--- src/rtl/riscv_pkg.sv ---
// Shared types for the register-file writeback path.
// Combinational only: no state and no latency.
// No flow control: types and constants only.
package riscv_pkg;

  localparam int XLEN   = 32;
  localparam int REG_AW = 5;
  localparam int NREGS  = 1 << REG_AW;

  // One buffered writeback: destination register plus result
  typedef struct packed {
    logic [REG_AW-1:0] rd;
    logic [XLEN-1:0]   data;
  } wb_entry_t;

  // Round-robin pointer: which source wins when both have work
  typedef enum logic {
    RR_A = 1'b0,
    RR_B = 1'b1
  } rr_t;

  function automatic rr_t rr_flip(input rr_t r);
    return (r == RR_A) ? RR_B : RR_A;
  endfunction

endpackage

--- src/rtl/wb_fifo.sv ---
// Synchronous FIFO of writeback entries; head is visible combinationally on dout.
// A push at edge N makes the entry visible on dout right after edge N.
// full blocks further pushes; no same-cycle pop credit is offered to the writer.
module wb_fifo
  import riscv_pkg::*;
#(
  parameter int DEPTH = 2
) (
  input  logic      clk,
  input  logic      rst_n,
  input  logic      push,
  input  wb_entry_t din,
  input  logic      pop,
  output wb_entry_t dout,
  output logic      full,
  output logic      empty
);

  localparam int AW = $clog2(DEPTH);

  // Extra MSB on each pointer tells a full FIFO apart from an empty one
  logic [AW:0] wr_ptr;
  logic [AW:0] rd_ptr;
  wb_entry_t   mem [DEPTH];

  assign empty = (wr_ptr == rd_ptr);
  assign full  = (wr_ptr[AW] != rd_ptr[AW]) && (wr_ptr[AW-1:0] == rd_ptr[AW-1:0]);
  assign dout  = mem[rd_ptr[AW-1:0]];

  // Pointer advance; reset empties the FIFO regardless of stored contents
  always_ff @(posedge clk or negedge rst_n) begin
    if (!rst_n) begin
      wr_ptr <= '0;
      rd_ptr <= '0;
    end else begin
      if (push && !full) wr_ptr <= wr_ptr + {{AW{1'b0}}, 1'b1};
      if (pop && !empty) rd_ptr <= rd_ptr + {{AW{1'b0}}, 1'b1};
    end
  end

  // Storage write; contents need no reset since the pointers gate visibility
  always_ff @(posedge clk) begin
    if (push && !full) mem[wr_ptr[AW-1:0]] <= din;
  end

endmodule

--- src/rtl/rf_wb_arbiter.sv ---
// Merges ALU and load/MC writebacks onto the single RF write port with a pending-write scoreboard.
// Entry accepted at edge N drives we3/a3/wd3 after edge N+1; the RF captures one edge later.
// Each source sees ready = !full of its own FIFO; round-robin prevents either source starving.
module rf_wb_arbiter
  import riscv_pkg::*;
#(
  parameter int DEPTH = 2
) (
  input  logic              clk,
  input  logic              rst_n,
  input  logic              a_valid,
  output logic              a_ready,
  input  logic [REG_AW-1:0] a_rd,
  input  logic [XLEN-1:0]   a_data,
  input  logic              b_valid,
  output logic              b_ready,
  input  logic [REG_AW-1:0] b_rd,
  input  logic [XLEN-1:0]   b_data,
  input  logic              iss_valid,
  input  logic [REG_AW-1:0] iss_rd,
  input  logic [REG_AW-1:0] q_rs1,
  input  logic [REG_AW-1:0] q_rs2,
  output logic              q_busy1,
  output logic              q_busy2,
  output logic              we3,
  output logic [REG_AW-1:0] a3,
  output logic [XLEN-1:0]   wd3
);

  wb_entry_t        a_dout;
  wb_entry_t        b_dout;
  logic             a_full, a_empty, b_full, b_empty;
  logic             a_push, b_push;
  logic             pop_a, pop_b;
  rr_t              rr;
  logic [NREGS-1:0] pending;
  logic [NREGS-1:0] pending_nxt;
  logic [NREGS-1:0] set_vec;
  logic [NREGS-1:0] clr_vec;

  // Writes to x0 complete the handshake but are discarded here
  assign a_ready = !a_full;
  assign b_ready = !b_full;
  assign a_push  = a_valid && a_ready && (a_rd != '0);
  assign b_push  = b_valid && b_ready && (b_rd != '0);

  wb_fifo #(.DEPTH(DEPTH)) u_fifo_a (
    .clk   (clk),
    .rst_n (rst_n),
    .push  (a_push),
    .din   ({a_rd, a_data}),
    .pop   (pop_a),
    .dout  (a_dout),
    .full  (a_full),
    .empty (a_empty)
  );

  wb_fifo #(.DEPTH(DEPTH)) u_fifo_b (
    .clk   (clk),
    .rst_n (rst_n),
    .push  (b_push),
    .din   ({b_rd, b_data}),
    .pop   (pop_b),
    .dout  (b_dout),
    .full  (b_full),
    .empty (b_empty)
  );

  // Grant: a lone non-empty source always wins; a tie goes to the rr pointer
  always_comb begin
    pop_a = 1'b0;
    pop_b = 1'b0;
    if (!a_empty && !b_empty) begin
      if (rr == RR_A) pop_a = 1'b1;
      else            pop_b = 1'b1;
    end else begin
      pop_a = !a_empty;
      pop_b = !b_empty;
    end
  end

  // rr only moves on contention, handing the next tie to the loser
  always_ff @(posedge clk or negedge rst_n) begin
    if (!rst_n) rr <= RR_B;
    else if (!a_empty && !b_empty) rr <= rr_flip(rr);
  end

  // Registered write port; address/data hold when idle, enable pulses once per entry
  always_ff @(posedge clk or negedge rst_n) begin
    if (!rst_n) begin
      we3 <= 1'b0;
      a3  <= '0;
      wd3 <= '0;
    end else begin
      we3 <= pop_a || pop_b;
      if (pop_a) begin
        a3  <= a_dout.rd;
        wd3 <= a_dout.data;
      end else if (pop_b) begin
        a3  <= b_dout.rd;
        wd3 <= b_dout.data;
      end
    end
  end

  // Scoreboard update: clear on the RF write cycle, a same-cycle issue re-sets the bit
  always_comb begin
    set_vec = '0;
    clr_vec = '0;
    if (iss_valid && (iss_rd != '0)) set_vec[iss_rd] = 1'b1;
    if (we3) clr_vec[a3] = 1'b1;
    pending_nxt = ((pending & ~clr_vec) | set_vec) & ~{{(NREGS-1){1'b0}}, 1'b1};
  end

  // Pending-write state; bit 0 never sets so x0 always reads as free
  always_ff @(posedge clk or negedge rst_n) begin
    if (!rst_n) pending <= '0;
    else        pending <= pending_nxt;
  end

  // The write-cycle register is still busy: the RF holds stale data until that edge
  assign q_busy1 = pending[q_rs1];
  assign q_busy2 = pending[q_rs2];

  // Issuing to an already-pending register is an issue-stage bug, except on its clearing cycle
  a_no_double_issue: assert property (@(posedge clk) disable iff (!rst_n)
    !(iss_valid && (iss_rd != '0) && pending[iss_rd] && !(we3 && (a3 == iss_rd))));

endmodule

--- config.mk ---
export PLATFORM = sky130hd
export DESIGN_NAME = rf_wb_arbiter
export DESIGN_NICKNAME = d
export VERILOG_FILES = /design/src/rtl/riscv_pkg.sv /design/src/rtl/wb_fifo.sv /design/src/rtl/rf_wb_arbiter.sv
export SDC_FILE = /design/constraint.sdc
export NUM_CORES = 1
export LEC_CHECK = 0
export BUFFER_PORTS_ARGS = -buffer_cell sky130_fd_sc_hd__buf_2
export CAP_MARGIN = 5
export CORE_MARGIN = 2
export CORE_UTILIZATION = 39
export DETAILED_ROUTE_END_ITERATION = 10
export SYNTH_ARGS = -nofsm -noshare
export SYNTH_HDL_FRONTEND = slang
export SYNTH_SLANG_ARGS = --single-unit
--- constraint.sdc ---
create_clock -name clk -period 3 [get_ports clk]
set_clock_uncertainty 0.15 [all_clocks]
set_input_delay 0 -clock clk [delete_from_list [all_inputs] [get_ports clk]]
set_output_delay 0 -clock clk [all_outputs]
set_load 0.1 [all_outputs]
==> results of run 1 <==
[routing by layer]
| layer | up-vias | share of wire (%) |
|---|---|---|
| met3 | 31 | 5.1 |
| li1 | 3114 | - |
| met2 | 182 | 50 |
| met1 | 3380 | 43 |
| met5 | - | 0 |
| met4 | 0 | 1.6 |
[through the flow]
step                cell area (um^2)  utilization, %  hold WS, ns
floorplan                       9810               -       -0.446
global placement               10900            43.5      0.00253
detailed placement             10900            43.5       0.0112
CTS                            12600            50.3       0.0139
global route                   12600            50.3       0.0374
finish                         12600            50.3      -0.0175
[state kept, by name, summed over array words and instances (netlist names)]
register / flops
u_fifo_a.rd_ptr: 2
u_fifo_a.wr_ptr: 2
pending: 31
rr: 1
wd3: 32
u_fifo_b.rd_ptr: 2
u_fifo_a.mem: 74
u_fifo_b.wr_ptr: 2
we3: 1
u_fifo_b.mem: 74
a3: 5
[critical path, delay by kind of cell, from the launching register on]
family | cells | cell delay [ns]
AOI/OAI and AO/OA | 2 | 1.11
DFF | 1 | 0.62
and+or+nand+nor | 1 | 0.17
xor gates and xnor gates | 1 | 0.17
[final cells by class]
cell class	instances	share of cell area [%]
Clock buffer	39	6.04
Inverter	6	0.179
Multi-Input combinational cell	410	25.3
Sequential cell	226	50.9
Clock inverter	7	0.478
Tap cell	330	3.29
Timing Repair Buffer	237	13.8
[Yosys cell counts, types with 3 or more instances]
cell type  count
edfxtp_1     148
a22oi_1        4
mux2i_1       92
nor2_1        12
nand2_1        9
xnor2_1        8
clkbuf_1      24
nand3b_1      10
buf_2         16
a211oi_2      20
nand2b_1       5
inv_1          6
xor2_1         7
a211oi_1      57
mux4_2         6
nor3b_1       37
buf_4          7
or3b_2         3
o21ai_0       60
nor2b_1        4
dfrtp_1       77
nand3_1       13
a21oi_1       44
[worst max path at each step]
stage	to	slack [ns]	depth (start not counted)
after floorplan	u_fifo_a.mem[1][0]$_DFFE_PP_	0.31	4
after global placement	wd3[2]$_DFFE_PN0P_	0.62	4
after detailed placement	wd3[6]$_DFFE_PN0P_	0.55	4
after CTS	wd3[30]$_DFFE_PN0P_	0.56	4
after global routing	wd3[28]$_DFFE_PN0P_	0.43	4
final	wd3[30]$_DFFE_PN0P_	0.57	4
[cell families after synthesis]
family / count (synthesis) / synth area share [%]
compound gates: 195 / 13.3
xor+xnor: 15 / 1.34
buf+inv: 56 / 2.77
flops: 226 / 65.3
mux: 98 / 10.8
simple gates: 102 / 6.53
==> out/metrics.yaml, run 1 <==
critPathCaptureType: "flip-flop"
tritoncts: "yes"
floorplan.initialDensity_pct: 39.3
rows: 58
post_route_cells_drive_above_1_share_pct: 24.2
cts_hold_buf: 89
grt_pass1_wl_um: 37700
rsz0062_at_grt: "false"
synth_cell_types: 39
yosys_most_used_dff: "edfxtp_1"
pre_cts_slack_ns: 0.551
timing.final.hold_violations: 7
timing.final.crit_period_ns: 2.43
period_share_pct: 80.9
crit_arrival_ns: 2.61
drc: 0
insertion_delay_ns: 0.52
syn_area_um2: 9800
synth_edf_count: 148
cts_resized: 0
grt_overflow: 0
max_freq_mhz: 412
die_area_um2: 26400
track_usage_pct: 18.5
cap_violations: 0
clockBufferDepth: 3
antenna_found_initial: 0
vias_per_cell: 5.34
die_w_um: 163
syn_to_final_growth_pct: 28.2
violations: "negative hold slack"
regArea_um2: 6400
nets: 1000
reg2reg_depth: 4
grt.busiest_layer: "met2"
clk_pin_slew_ns: 0.06
yosys.area.top_type: "edfxtp_1"
ys_warn_count: 0
diodes: 0
ctsHtreeMaxLevel: 1
r2r_start: "u_fifo_a.rd_ptr[0]$_DFFE_PN0P_"
post_drt_wl_per_cell_um: 19.7
worstReg2RegEnd: "wd3[30]$_DFFE_PN0P_"
grt_pass1_vias: 6799
postSynth.asyncResetShare_pct: 34.5
layout_common_cells: "148 x edfxtp_1, 134 x buf_2, 92 x mux2i_1"
final_common_cell: "edfxtp_1"
start_kind: "flip-flop"
dp_hpwl_um: 14500
grt_max_degree: 79
drt_iter0_drc: 469
fin_ws_ns: 0.573
fin_tns_setup_ns: 0
fp.dieH_um: 163
hold_class: "input pin to asynchronous set/reset pin"
grt_util_met2_pct: 32.7
cpPeakStageDelay_ns: 0.93
gp_congestion: 0.803
slew_violations: 0
grt_util_met3_pct: 3.00
ant_nets: 0
post_cts_buffers: 0
port_buffers: 135
syn_inst: 692
finalNonFillerCells: 1255
worstSetupPathType: "flip-flop to flip-flop"
worst_pin_slew_ns: 1.21
ios: 136
cp.required_ns: 3.18
worstPathMaxFanout: 38
synth-seq-area-share_pct: 65.3
clkSinkCount: 226
synth_area_leaders: "edfxtp_1 45%, dfrtp_1 20%, mux2i_1 9.4%, a211oi_1 4.4%, o21ai_0 3.1%"
nFillCells: 2164
whs_ns: -0.0175
route.vias.total: 6707
grt_use_met1_pct: 23.9
ff2ff_setup_slack_ns: 0.57
worstSetupStartpoint: "u_fifo_a.rd_ptr[0]$_DFFE_PN0P_"
ys_seq_elements: 226
cp_cell_sequence: "xnor2_2, and2_2, o21a_2, a211oi_1"
synth.avg_cell_area_um2: 14.2
multiInputGateArea_um2: 3180
routed_wl_um: 24800
numCtsBuffers: 25
setup_viol: 0
core-area_um2: 25000
drtPass1Iterations: 5
cts_root_buf: "clkbuf_16"
cp_slowest_cell: "o21a_2"
relSlewSlack_pct: 19.3
synth_top_area_share_pct: 45.3
synth_nets: 786
status: "finished with violations"
placedCellCount: 1120
Power of run 1 is not shown: default switching activity piles up to over one toggle a cycle in this logic, so the estimate is an artifact.
==> inputs of run 2 (changes only) <==
==> constraint.sdc (replaced) <==
create_clock -name clk -period 2.1 [get_ports clk]
set_clock_uncertainty 0.15 [all_clocks]
set_input_delay 0 -clock clk [delete_from_list [all_inputs] [get_ports clk]]
set_output_delay 0 -clock clk [all_outputs]
set_load 0.1 [all_outputs]
==> out/metrics.yaml, run 2 (synthesis gave the netlist of run 1 again) <==
die_area_um2: 26400
stdcell_area_um2: 12900
crit_arrival_ns: 2.05
post_cts_buffers: 0
whs_path_depth: 2
hold_path_end: "u_fifo_a.mem[0][15]$_DFFE_PP_"
final_common_cell: "edfxtp_1"
grt_pass1_vias: 6844
slew_violations: 0
fin_ws_ns: -0.0991
post_route_cells_drive_above_1_share_pct: 26.9
grt_pass1_wl_um: 38200
vias_per_cell: 5.31
clk_pin_slew_ns: 0.06
ctsHtreeMaxLevel: 1
timing.final.hold_violations: 0
syn_to_final_growth_pct: 31.8
violations: "negative setup slack"
drtPass1Iterations: 5
rsz0062_at_grt: "true"
layout_common_cells: "148 x edfxtp_1, 131 x buf_2, 92 x mux2i_1"
rows: 58
port_buffers: 135
regArea_um2: 6400
critPathCaptureType: "primary output"
final_util_pct: 51.8
drt_iter0_drc: 444
timing.final.crit_period_ns: 2.20
status: "finished with violations"
multiInputGateArea_um2: 3260
cp.required_ns: 1.95
period_share_pct: 105
whs_ns: 0.0398
hold_class: "input pin to flip-flop"
start_kind: "flip-flop"
worst_pin_slew_ns: 0.722
ios: 136
route.vias.total: 6755
post_drt_wl_per_cell_um: 19.5
grt_overflow: 0
cap_violations: 0
nFillCells: 2158
setup_viol: 2
track_usage_pct: 18.6
nets: 1015
ff2ff_setup_slack_ns: 0.07
max_freq_mhz: 455
dp_hpwl_um: 15700
numCtsBuffers: 26
ant_nets: 0
reg2reg_depth: 4
pre_cts_slack_ns: 0.148
r2r_start: "a3[2]$_DFFE_PN0P_"
insertion_delay_ns: 0.52
place_area_um2: 11000
clockBufferDepth: 3
drc: 0
hold_path_startpoint: "a_data[15]"
antenna_found_initial: 0
tritoncts: "yes"
core-area_um2: 25000
grt_max_degree: 43
floorplan.initialDensity_pct: 39.3
worstPathMaxFanout: 3
worstSetupPathType: "flip-flop to primary output"
die_w_um: 163
cts_root_buf: "clkbuf_16"
routed_wl_um: 24800
worstReg2RegEnd: "pending[17]$_DFF_PN0_"
clkSinkCount: 226
fp.dieH_um: 163
relSlewSlack_pct: 51.9
gp_congestion: 0.813
-- run 2: changes by cell type in the layout (fill, tap and decap cells not counted), moves of 4 or more --
cell	before	now
dfrtp_1	75	71
nand2b_1	5	1
buf_6	0	4
dfrtp_2	2	6
buf_4	9	17
nand2b_4	0	4
-- run 2: layout make-up --
type	instances	area share, %
Tap cell	330	3.19
Multi-Input combinational cell	410	25.2
Inverter	6	0.174
Clock inverter	11	0.978
Clock buffer	37	6.07
Timing Repair Buffer	251	14.8
Antenna cell	1	0.0194
Sequential cell	226	49.6
-- run 2: repair_timing --
item	4_1_cts	5_1_grt
resized for setup	10	11
endpoints found under the setup margin	3	8
cloned	0	0
pin swaps	2	4
hold buffers	90	0
endpoints found under the hold margin	334	0
-- run 2: worst max path at each step --
stage | cells after the start | from | end | slack [ns]
after detailed placement | 5 | u_fifo_a.rd_ptr[0]$_DFFE_PN0P_ | wd3[26]$_DFFE_PN0P_ | 0.15
final | 5 | pending[7]$_DFF_PN0_ | q_busy2 | -0.1
after CTS | 5 | pending[7]$_DFF_PN0_ | q_busy1 | -0.07
after floorplan | 4 | u_fifo_b.rd_ptr[0]$_DFFE_PN0P_ | u_fifo_b.mem[1][0]$_DFFE_PP_ | -0.11
after global routing | 5 | pending[7]$_DFF_PN0_ | q_busy1 | -0.14
after global placement | 4 | u_fifo_b.rd_ptr[1]$_DFFE_PN0P_ | u_fifo_b.mem[1][23]$_DFFE_PP_ | 0.19
-- run 2: per-stage QoR --
step | setup TNS (ns) | std cells
detailed placement | 0 | 1133
floorplan | -7.09 | 692
global placement | 0 | 1133
global route | -0.295 | 1271
finish | -0.188 | 1272
CTS | -0.140 | 1271
-- run 2: worst max-delay path: stages, from the launching register on --
cell and delay, ns:
dfrtp_1 0.39, mux4_2 0.47, nand2b_4 0.15, o211ai_1 0.12
nand4_1 0.18, buf_8 0.21
-- run 2: layer usage --
metal	share of wire (%)	track usage (%)	wire, um	up-vias
met4	2.0	5.55	493	0
met5	0	0	0	-
li1	-	-	-	3154
met2	51	32.6	12500	196
met1	42	23.9	10500	3368
met3	5.1	3.06	1250	37
Power of run 2 is left out for the same reason.
